==> src/rtl/mpei_gptimer_nch.sv <==
// Multi-channel general-purpose timer.
// A shared prescaler produces a tick; each channel counts ticks (or the underflow of the
// previous channel when chained), reloads or stops on underflow, and can raise a sticky
// pending bit that feeds a level interrupt. Debug halt freezes all counting.
module mpei_gptimer_nch #(
    parameter int unsigned NCH = 4,
    parameter int unsigned TW  = 32,
    parameter int unsigned PW  = 16,
    parameter int unsigned AW  = $clog2(NCH) + 3
) (
    input  logic            clk_i,
    input  logic            rst_i,
    input  logic            reg_we_i,
    input  logic            reg_re_i,
    input  logic [AW-1:0]   reg_addr_i,
    input  logic [31:0]     reg_wdata_i,
    output logic [31:0]     reg_rdata_o,
    input  logic            dhalt_i,
    output logic [NCH:0]    timr_tick_o,
    output logic            irq_o,
    output logic [NCH-1:0]  irq_pend_o
);

    // Register offsets within a group
    localparam logic [1:0] RegGScalerReload = 2'd0;
    localparam logic [1:0] RegGScalerValue  = 2'd1;
    localparam logic [1:0] RegGPending      = 2'd2;
    localparam logic [1:0] RegCReload       = 2'd0;
    localparam logic [1:0] RegCCounter      = 2'd1;
    localparam logic [1:0] RegCCtrl         = 2'd2;

    // CTRL bit positions
    localparam int unsigned CtrlEn      = 0;
    localparam int unsigned CtrlRestart = 1;
    localparam int unsigned CtrlLoad    = 2;
    localparam int unsigned CtrlIrqEn   = 3;
    localparam int unsigned CtrlChain   = 4;

    // ------------------------------------------------------------------
    // State
    // ------------------------------------------------------------------
    logic [PW-1:0]  scaler_rel_q, scaler_rel_d;
    logic [PW-1:0]  scaler_val_q, scaler_val_d;

    logic [TW-1:0]  reload_q [NCH];
    logic [TW-1:0]  reload_d [NCH];
    logic [TW-1:0]  cnt_q    [NCH];
    logic [TW-1:0]  cnt_d    [NCH];

    logic [NCH-1:0] en_q, en_d;
    logic [NCH-1:0] restart_q, restart_d;
    logic [NCH-1:0] irq_en_q, irq_en_d;
    logic [NCH-1:0] chain_q, chain_d;
    logic [NCH-1:0] pend_q, pend_d;

    logic [NCH:0]   tick_q, tick_d;
    logic           irq_q, irq_d;
    logic [31:0]    rdata_q, rdata_d;

    // ------------------------------------------------------------------
    // Address decode
    // ------------------------------------------------------------------
    logic          sel_chan;
    logic [1:0]    sel_reg;
    logic [AW-2:0] sel_idx;
    logic          glb_we;

    assign sel_chan = reg_addr_i[AW-1];
    assign sel_reg  = reg_addr_i[1:0];
    // Channel index sits above the two register-select bits; zero-width when NCH is 1
    assign sel_idx  = reg_addr_i[AW-2:0] >> 2;
    assign glb_we   = reg_we_i && !sel_chan;

    // Upper write-data bits beyond the implemented widths are intentionally ignored
    logic unused_wdata;
    assign unused_wdata = ^reg_wdata_i;

    logic [NCH-1:0] chan_hit;
    logic [NCH-1:0] rel_we;
    logic [NCH-1:0] cnt_we;
    logic [NCH-1:0] ctl_we;
    logic [NCH-1:0] cnt_ovr;

    // Per-channel write strobes; indices >= NCH match nothing and are dropped
    always_comb begin
        chan_hit = '0;
        rel_we   = '0;
        cnt_we   = '0;
        ctl_we   = '0;
        cnt_ovr  = '0;
        for (int c = 0; c < NCH; c++) begin
            chan_hit[c] = reg_we_i && sel_chan && (32'(sel_idx) == 32'(c));
            rel_we[c]   = chan_hit[c] && (sel_reg == RegCReload);
            cnt_we[c]   = chan_hit[c] && (sel_reg == RegCCounter);
            ctl_we[c]   = chan_hit[c] && (sel_reg == RegCCtrl);
            // A direct counter load outranks any decrement in the same cycle
            cnt_ovr[c]  = cnt_we[c] || (ctl_we[c] && reg_wdata_i[CtrlLoad]);
        end
    end

    // ------------------------------------------------------------------
    // Prescaler
    // ------------------------------------------------------------------
    logic presc_tick;

    assign presc_tick = !dhalt_i && (scaler_val_q == '0);

    // Prescaler reload register and down-counter next state
    always_comb begin
        scaler_rel_d = scaler_rel_q;
        if (glb_we && (sel_reg == RegGScalerReload)) begin
            scaler_rel_d = reg_wdata_i[PW-1:0];
        end
        scaler_val_d = scaler_val_q;
        if (!dhalt_i) begin
            scaler_val_d = presc_tick ? scaler_rel_q : scaler_val_q - PW'(1);
        end
    end

    // ------------------------------------------------------------------
    // Channels
    // ------------------------------------------------------------------
    logic [NCH-1:0] ch_evt;
    logic [NCH-1:0] ch_uf;
    logic           ripple;

    // Decrement events and underflows; chained channels ripple within the cycle
    always_comb begin
        ch_evt = '0;
        ch_uf  = '0;
        ripple = 1'b0;
        for (int c = 0; c < NCH; c++) begin
            ch_evt[c] = (c != 0 && chain_q[c]) ? ripple : presc_tick;
            ch_uf[c]  = ch_evt[c] && en_q[c] && (cnt_q[c] == '0) && !cnt_ovr[c];
            ripple    = ch_uf[c];
        end
    end

    // Channel register next state
    always_comb begin
        reload_d  = reload_q;
        cnt_d     = cnt_q;
        en_d      = en_q;
        restart_d = restart_q;
        irq_en_d  = irq_en_q;
        chain_d   = chain_q;
        for (int c = 0; c < NCH; c++) begin
            if (rel_we[c]) begin
                reload_d[c] = reg_wdata_i[TW-1:0];
            end

            if (cnt_we[c]) begin
                cnt_d[c] = reg_wdata_i[TW-1:0];
            end else if (ctl_we[c] && reg_wdata_i[CtrlLoad]) begin
                cnt_d[c] = reload_q[c];
            end else if (ch_evt[c] && en_q[c]) begin
                if (cnt_q[c] != '0) begin
                    cnt_d[c] = cnt_q[c] - TW'(1);
                end else if (restart_q[c]) begin
                    cnt_d[c] = reload_q[c];
                end
                // One-shot underflow leaves the counter parked at zero
            end

            if (ctl_we[c]) begin
                // Software's EN value beats the one-shot auto-clear
                en_d[c]      = reg_wdata_i[CtrlEn];
                restart_d[c] = reg_wdata_i[CtrlRestart];
                irq_en_d[c]  = reg_wdata_i[CtrlIrqEn];
                chain_d[c]   = reg_wdata_i[CtrlChain];
            end else if (ch_uf[c] && !restart_q[c]) begin
                en_d[c] = 1'b0;
            end
        end
    end

    // ------------------------------------------------------------------
    // Pending, interrupt and tick outputs
    // ------------------------------------------------------------------
    logic [NCH-1:0] pend_clr;
    logic [NCH-1:0] pend_set;

    // Sticky pending bits; a new set beats a write-1-clear
    always_comb begin
        pend_clr = '0;
        if (glb_we && (sel_reg == RegGPending)) begin
            pend_clr = reg_wdata_i[NCH-1:0];
        end
        pend_set = ch_uf & irq_en_q;
        pend_d   = (pend_q & ~pend_clr) | pend_set;
        irq_d    = |pend_d;
        tick_d   = {ch_uf, presc_tick};
    end

    // ------------------------------------------------------------------
    // Read path
    // ------------------------------------------------------------------
    logic [31:0] rd_val;

    // Read mux; unimplemented bits and absent channels read zero
    always_comb begin
        rd_val = '0;
        if (!sel_chan) begin
            unique case (sel_reg)
                RegGScalerReload: rd_val[PW-1:0]  = scaler_rel_q;
                RegGScalerValue:  rd_val[PW-1:0]  = scaler_val_q;
                RegGPending:      rd_val[NCH-1:0] = pend_q;
                default:          rd_val          = '0;
            endcase
        end else begin
            for (int c = 0; c < NCH; c++) begin
                if (32'(sel_idx) == 32'(c)) begin
                    unique case (sel_reg)
                        RegCReload:  rd_val[TW-1:0] = reload_q[c];
                        RegCCounter: rd_val[TW-1:0] = cnt_q[c];
                        RegCCtrl:    rd_val[4:0]    = {chain_q[c], irq_en_q[c], 1'b0,
                                                       restart_q[c], en_q[c]};
                        default:     rd_val         = '0;
                    endcase
                end
            end
        end
        rdata_d = reg_re_i ? rd_val : rdata_q;
    end

    // ------------------------------------------------------------------
    // Registers
    // ------------------------------------------------------------------

    // Prescaler state
    always_ff @(posedge clk_i) begin
        if (rst_i) begin
            scaler_rel_q <= '1;
            scaler_val_q <= '0;
        end else begin
            scaler_rel_q <= scaler_rel_d;
            scaler_val_q <= scaler_val_d;
        end
    end

    // Channel state
    always_ff @(posedge clk_i) begin
        if (rst_i) begin
            reload_q  <= '{default: '0};
            cnt_q     <= '{default: '0};
            en_q      <= '0;
            restart_q <= '0;
            irq_en_q  <= '0;
            chain_q   <= '0;
        end else begin
            reload_q  <= reload_d;
            cnt_q     <= cnt_d;
            en_q      <= en_d;
            restart_q <= restart_d;
            irq_en_q  <= irq_en_d;
            chain_q   <= chain_d;
        end
    end

    // Pending bits, registered outputs and read data
    always_ff @(posedge clk_i) begin
        if (rst_i) begin
            pend_q  <= '0;
            irq_q   <= 1'b0;
            tick_q  <= '0;
            rdata_q <= '0;
        end else begin
            pend_q  <= pend_d;
            irq_q   <= irq_d;
            tick_q  <= tick_d;
            rdata_q <= rdata_d;
        end
    end

    assign reg_rdata_o = rdata_q;
    assign timr_tick_o = tick_q;
    assign irq_o       = irq_q;
    assign irq_pend_o  = pend_q;

endmodule

==> config.mk <==
export PLATFORM = sky130hd
export DESIGN_NAME = mpei_gptimer_nch
export DESIGN_NICKNAME = d
export VERILOG_FILES = /design/src/rtl/mpei_gptimer_nch.sv
export SDC_FILE = /design/constraint.sdc
export NUM_CORES = 1
export LEC_CHECK = 0
export ABC_CLOCK_PERIOD_IN_PS = 4500
export CAP_MARGIN = 20
export CORE_MARGIN = 2
export CORE_UTILIZATION = 45
export CTS_CLUSTER_SIZE = 30
export DETAILED_ROUTE_END_ITERATION = 7
export PLACE_DENSITY_LB_ADDON = 0.15
export SKIP_LAST_GASP = 1
export SYNTH_ARGS = -nofsm -noshare
export SYNTH_HDL_FRONTEND = slang
export SYNTH_SLANG_ARGS = --single-unit
export TNS_END_PERCENT = 30
==> constraint.sdc <==
create_clock -name clk_i -period 4.5 [get_ports clk_i]
set_input_delay 0.45 -clock clk_i [delete_from_list [all_inputs] [get_ports clk_i]]
set_output_delay 0.45 -clock clk_i [all_outputs]
set_load 0.03 [all_outputs]
# --- Word level (Yosys, flattened, before mapping) ---
# Cells that the tools add are included.
word_totals:
  reg_bits: 346
  inputBits: 42
  word_cells: 175
  out_inout_bits: 42
op_classes:
  n_bitwise: 4
  n_eq_ne: 5
  muxes: 48
  addsub: 5
  n_reduce_logical: 83
op_table:
  columns: ["operator", "count"]
  rows:
  - ["2-to-1 mux 32 bit", 25]
  - ["case mux 27 bit (3 select lines)", 3]
  - ["logical NOT 32 bit", 4]
  - ["nonzero test 32 bit", 4]
  - ["subtractor 32 x 1 -> 32 bit, second input constant", 4]
  - ["case mux 5 bit (3 select lines)", 4]
  - ["case mux 27 bit (2 select lines)", 1]
  - ["logical AND 1 bit", 41]
  - ["case mux 12 bit (2 select lines)", 1]
  - ["logical NOT 16 bit", 1]
  - ["2-to-1 mux 16 bit", 1]
  - ["nonzero test 4 bit", 4]
  - ["subtractor 16 x 1 -> 16 bit, second input constant", 1]
  - ["case mux 4 bit (3 select lines)", 1]
  - ["nonzero test 3 bit", 4]
  - ["2-to-1 mux 1 bit", 11]
  - ["logical NOT 1 bit", 10]
  - ["AND 4 bit", 2]
  - ["AND reduction 2 bit", 4]
  - ["nonzero test 2 bit", 4]
  - ["equality test 2 bit, second input constant", 3]
  - ["equality test 2 x 1 -> 1 bit, second input constant", 2]
  - ["logical NOT 4 bit", 1]
  - ["logical OR 1 bit", 4]
  - ["other kinds (5)", 5]

# --- Longest topological paths before layout ---
logic_depth:
  ltp_word: 22
  mapped_depth: 11
  ltp_nobuf: 9

# --- Worst setup path before layout ---
# OpenSTA, ideal clock, no wires.
synth_path:
  path_kind: "register -> register"
  start: "register cnt_q[114] in the netlist's numbering"
  end: "register cnt_q[14] in the netlist's numbering"
  arrival_time_ns: 2.832
  path_stages_with_launch: 12
  path_slack_ns: 1.536
  synth_period_minus_slack_ns: 2.964
  required_time_ns: 4.368
  path_buffers: 4
  setup_time_ns: 0.132
  cell_sequence: "dfxtp_1 -> buf_6 -> or4_1 -> buf_2 -> or4_4 -> o41ai_4 -> nand2_2 -> o31a_1 -> buf_6 -> buf_6 -> a221oi_2 -> nor3_1"
synth_via:
  elab_chain_len: 15
synth_rtl:
  columns: ["item", "line_no", "source"]
  rows:
  - ["from (decl)", "47", "logic [TW-1:0] cnt_q [NCH];"]
  - ["from (signal assigned)", "252", "cnt_q <= cnt_d;"]
  - ["logical NOT 32 bit", "134", "ch_uf[c] = ch_evt[c] && en_q[c] && (cnt_q[c] == '0) && !cnt_ovr[c];"]
  - ["logical AND 1 bit (2 in series)", "134", null]
  - ["2-to-1 mux 1 bit", "133", "ch_evt[c] = (c != 0 && chain_q[c]) ? ripple : presc_tick;"]
  - ["logical AND 1 bit (3 in series)", "134", null]
  - ["2-to-1 mux 1 bit", "133", null]
  - ["logical AND 1 bit (3 in series)", "134", null]
  - ["2-to-1 mux 1 bit", "133", null]
  - ["logical AND 1 bit", "156", "end else if (ch_evt[c] && en_q[c]) begin"]
  - ["nonzero test 3 bit (no source line)", null, null]
  - ["AND reduction 2 bit (no source line)", null, null]
# Every way passes these cells.
# A chain may end at the register's enable or synchronous reset.

# --- Final worst setup path ---
layout_path:
  start: "register cnt_q[56] in the netlist's numbering"
  end: "register cnt_q[30] in the netlist's numbering"
layout_via:
  elab_chain_len: 7
layout_rtl:
  columns: ["item", "line_no"]
  rows:
  - ["logical NOT 32 bit", "134"]
  - ["logical AND 1 bit (2 in series)", "134"]
  - ["2-to-1 mux 1 bit", "133"]
  - ["logical AND 1 bit", "156"]
  - ["nonzero test 3 bit (no source line)", null]
  - ["AND reduction 2 bit (no source line)", null]
# Every way passes these cells.

==> flow_metrics.env <==
export IMPL_seqPwrFrac=0.366
export IMPL_clkTransAtPathRegs_ps=60
export IMPL_drc_errors=0
export IMPL_fp_dieArea_um2=47100
export IMPL_intPower_w=0.00597
export IMPL_antenna_found_initial=2
export IMPL_syn_nets=2781
export IMPL_ys_seq_area_frac=0.339
export IMPL_num_vias=20700
export IMPL_power_density_nw_per_um2=390
export IMPL_rows=78
export IMPL_rsz0062_at_grt="false"
export IMPL_grt_pass1_wl_um=116000
export IMPL_slew_violations=0
export IMPL_clkPwrFrac=0.372
export IMPL_yosys_top_cells_area="dfxtp_1 (34%), nand2_1 (9.1%), mux2i_1 (7.6%), a21oi_1 (5.7%), nor2_1 (5.7%)"
export IMPL_p_switching_w=0.00296
export IMPL_tightest_slew_ps=1200
export IMPL_relSlewSlack=0.200
export IMPL_yosysWarningCount=0
export IMPL_fmax_ghz=0.260
export IMPL_clock_path_buffers=3
export IMPL_synthTopCellsByCount="nand2_1 (496), dfxtp_1 (346), nor2_1 (308), a21oi_1 (231), clkbuf_1 (206)"
export IMPL_synth_compound_area_frac=0.234
export IMPL_dpl_worst_slack_ps=759
export IMPL_syn_instance_count=2729
export IMPL_overflow=0
export IMPL_swShare=0.332
export IMPL_ys_ff_latch=346
export IMPL_grt_max_degree=124
export IMPL_period_share=0.856
export IMPL_coreArea_um2=45100
export IMPL_crit_top_cell="or4_1"
export IMPL_htreeDepth=2
export IMPL_dr_pass1_iters=5
export IMPL_maxCapViolCount=0
export IMPL_cp_slowest_cell="or4_1"
export IMPL_setup_viol=0
export IMPL_synth_xor_area_frac=0.0408
export IMPL_p_leak_nw=7.90
export IMPL_path_class="register to register"
export IMPL_post_drt_wl_per_cell_um=23.0
export IMPL_io_pins=84
export IMPL_cts_root_buf="clkbuf_16"
export IMPL_gp_congestion=0.941
export IMPL_hold_viol=0
export IMPL_finClkSkew_ps=18.4
export IMPL_yosys_cell_types_count=77
export IMPL_io_buffers=83
export IMPL_grt_total_usage=0.313
export IMPL_synthMostInstantiatedCell="nand2_1"
export IMPL_async_flop_share=0
export IMPL_routed_wirelength_um=75700
export IMPL_tritoncts="yes"
export IMPL_dieHeight_um=217
export IMPL_p_comb_frac=0.262
export IMPL_grt_pass1_vias=18800
export IMPL_synthFlopType="dfxtp_1"
export IMPL_worstPathMaxFanout=10
export IMPL_die_w_um=217
export IMPL_setup_tns_ps=0
export IMPL_numCtsBuffers=42
export IMPL_fillers=4448
export IMPL_synth_top_family_by_area="simple AND/OR/NAND/NOR gates"
export IMPL_synth_edf_count=0
export IMPL_cp_start_kind="register"
export IMPL_min_path_type="input pin to register"
export IMPL_post_route_min_period_ps=3850
export IMPL_cp_cell_sequence="or4_1, or4_1, nor4_1, o211ai_1, o31a_1, buf_4, nand2_1, a311oi_1"
export IMPL_dp_hpwl_um=50800
export IMPL_irDropWorstVdd_v=0.000306
export IMPL_worst_ep_required_time_ps=4920
export IMPL_cts_resized=0
export IMPL_fin_cells=3290
export IMPL_avgSynthCellArea_um2=7.48
export IMPL_place_inst=3213
export IMPL_clk_latency_ps=570
export IMPL_viasPerCell=6.30
export IMPL_layout_nets=2709
export IMPL_post_cts_setup_buffers=0
export IMPL_yosysTopAreaCellShare=0.339
export IMPL_drtIter0Drc=2148
export IMPL_synth_mux_area_frac=0.0799
export IMPL_synth_area_leader_cell="dfxtp_1"
export IMPL_synth_simple_area_share=0.240
export IMPL_layout_setup_ws_ps=648
export IMPL_start_util=0.453
export IMPL_area_growth_pct=12.2
export IMPL_outcome="completed"
export IMPL_synth_adder_area_share=0.00613
export IMPL_syn_area_um2=20400
export IMPL_cp_slowest_stage_delay_ps=630
export IMPL_drive_gt1_frac=0.0685
export IMPL_clock_sinks=346
export IMPL_crit_arrival_ps=4270
export IMPL_ctsHoldBuffers=0
export IMPL_worst_setup_path_end_kind="register"
export IMPL_ant_nets=0
## per-layer routing
layer / up-vias / part of all wire / global-route usage
met2: 874 / 0.44 / 0.476
met5: - / 0.00011 / 0
met1: 10100 / 0.44 / 0.445
met3: 144 / 0.092 / 0.0601
met4: 2 / 0.030 / 0.102
li1: 9646 / - / -
## power groups by stage
stage,sequential [W],clock (W),combinational (W)
detailed placement,0.00333,0,0.00229
finish,0.00327,0.00333,0.00234
floorplan,0.00332,0,0.00168
global route,0.00328,0.00349,0.00254
global placement,0.00332,0,0.00226
CTS,0.00326,0.00336,0.00230
## critical path, delay by kind of cell, from the launching register on
kind	cells	cell delay (ps)
buffers and inverters	1	230
AND/OR/NAND/NOR	4	2080
AO/OA/AOI/OAI	3	1030
flip-flops	1	370
## registers in the layout, indices dropped and copies added, names as in the netlist
| register | cells |
|---|---|
| cnt_q | 128 |
| reload_q | 128 |
| reg_rdata_o | 32 |
| scaler_rel_q | 16 |
| scaler_val_q | 16 |
| timr_tick_o | 5 |
| chain_q | 4 |
| en_q | 4 |
| irq_en_q | 4 |
| irq_pend_o | 4 |
| restart_q | 4 |
| irq_o | 1 |
## final cells by class
cell class / count / area [um2] / area share
clock inverters: 13 / 101 / 0.00443
diodes: 2 / 5.00 / 0.000219
inverters: 29 / 109 / 0.00475
flip-flops and latches: 346 / 6930 / 0.302
well taps: 600 / 751 / 0.0328
multi-input cells: 2082 / 12400 / 0.540
repair buffers: 156 / 1420 / 0.0620
clock buffers: 62 / 1220 / 0.0532
## worst paths after layout
| path | start | to | slack (ps) | depth (start not counted) |
|---|---|---|---|---|
| min | rst_i | reload_q[106]$_SDFFE_PP0P_ | 390 | 2 |
| max | cnt_q[56]$_SDFFE_PP0P_ | cnt_q[30]$_SDFFE_PP0P_ | 650 | 8 |
| max reg2reg | cnt_q[56]$_SDFFE_PP0P_ | cnt_q[30]$_SDFFE_PP0P_ | 650 | 8 |
| min reg2reg | reg_rdata_o[30]$_SDFFE_PP0P_ | reg_rdata_o[30]$_SDFFE_PP0P_ | 460 | 2 |
## placed cells by master (no fill, tap or decap), types with 9 or more instances in the layout
| cell | instances |
|---|---|
| a21oi_1 | 230 |
| clkinv_2 | 9 |
| nor4_1 | 43 |
| o311ai_0 | 11 |
| o211ai_1 | 84 |
| o21ai_0 | 90 |
| clkbuf_1 | 12 |
| nand2_1 | 495 |
| xnor2_1 | 70 |
| inv_1 | 28 |
| ha_1 | 10 |
| or4_1 | 17 |
| o22ai_1 | 29 |
| or3_1 | 16 |
| mux2i_1 | 154 |
| nand3_1 | 34 |
| dfxtp_1 | 346 |
| clkbuf_16 | 43 |
| nand2b_1 | 15 |
| a32oi_1 | 15 |
| nand4_1 | 15 |
| buf_4 | 70 |
| nor3_1 | 86 |
| nand3b_1 | 20 |
| a211oi_1 | 84 |
| a311oi_1 | 70 |
| nor2_1 | 304 |
| o221ai_1 | 18 |
| clkdlybuf4s50_1 | 80 |
| xor2_1 | 25 |
## cells by family (layout without fill, tap and decap cells)
family | after synthesis | after routing
muxes | 158 | 158
xor gates and xnor gates | 95 | 95
DFF | 346 | 346
adders and majority gates | 10 | 10
buffers and inverters | 301 | 260
other | 0 | 2
and+or+nand+nor | 1106 | 1106
AOI/OAI and AO/OA | 713 | 713
## through the flow
stage | area (um2) | power (W) | hold slack, ps | util
after floorplan | 20400 | 0.00499 | 437 | -
after CTS | 22900 | 0.00892 | 408 | 0.508
after global routing | 22900 | 0.00931 | 447 | 0.508
after detailed placement | 21600 | 0.00562 | 458 | 0.479
after global placement | 21600 | 0.00558 | 455 | 0.479
final | 22900 | 0.00893 | 390 | 0.508
(Power assumes the default switching activity.)
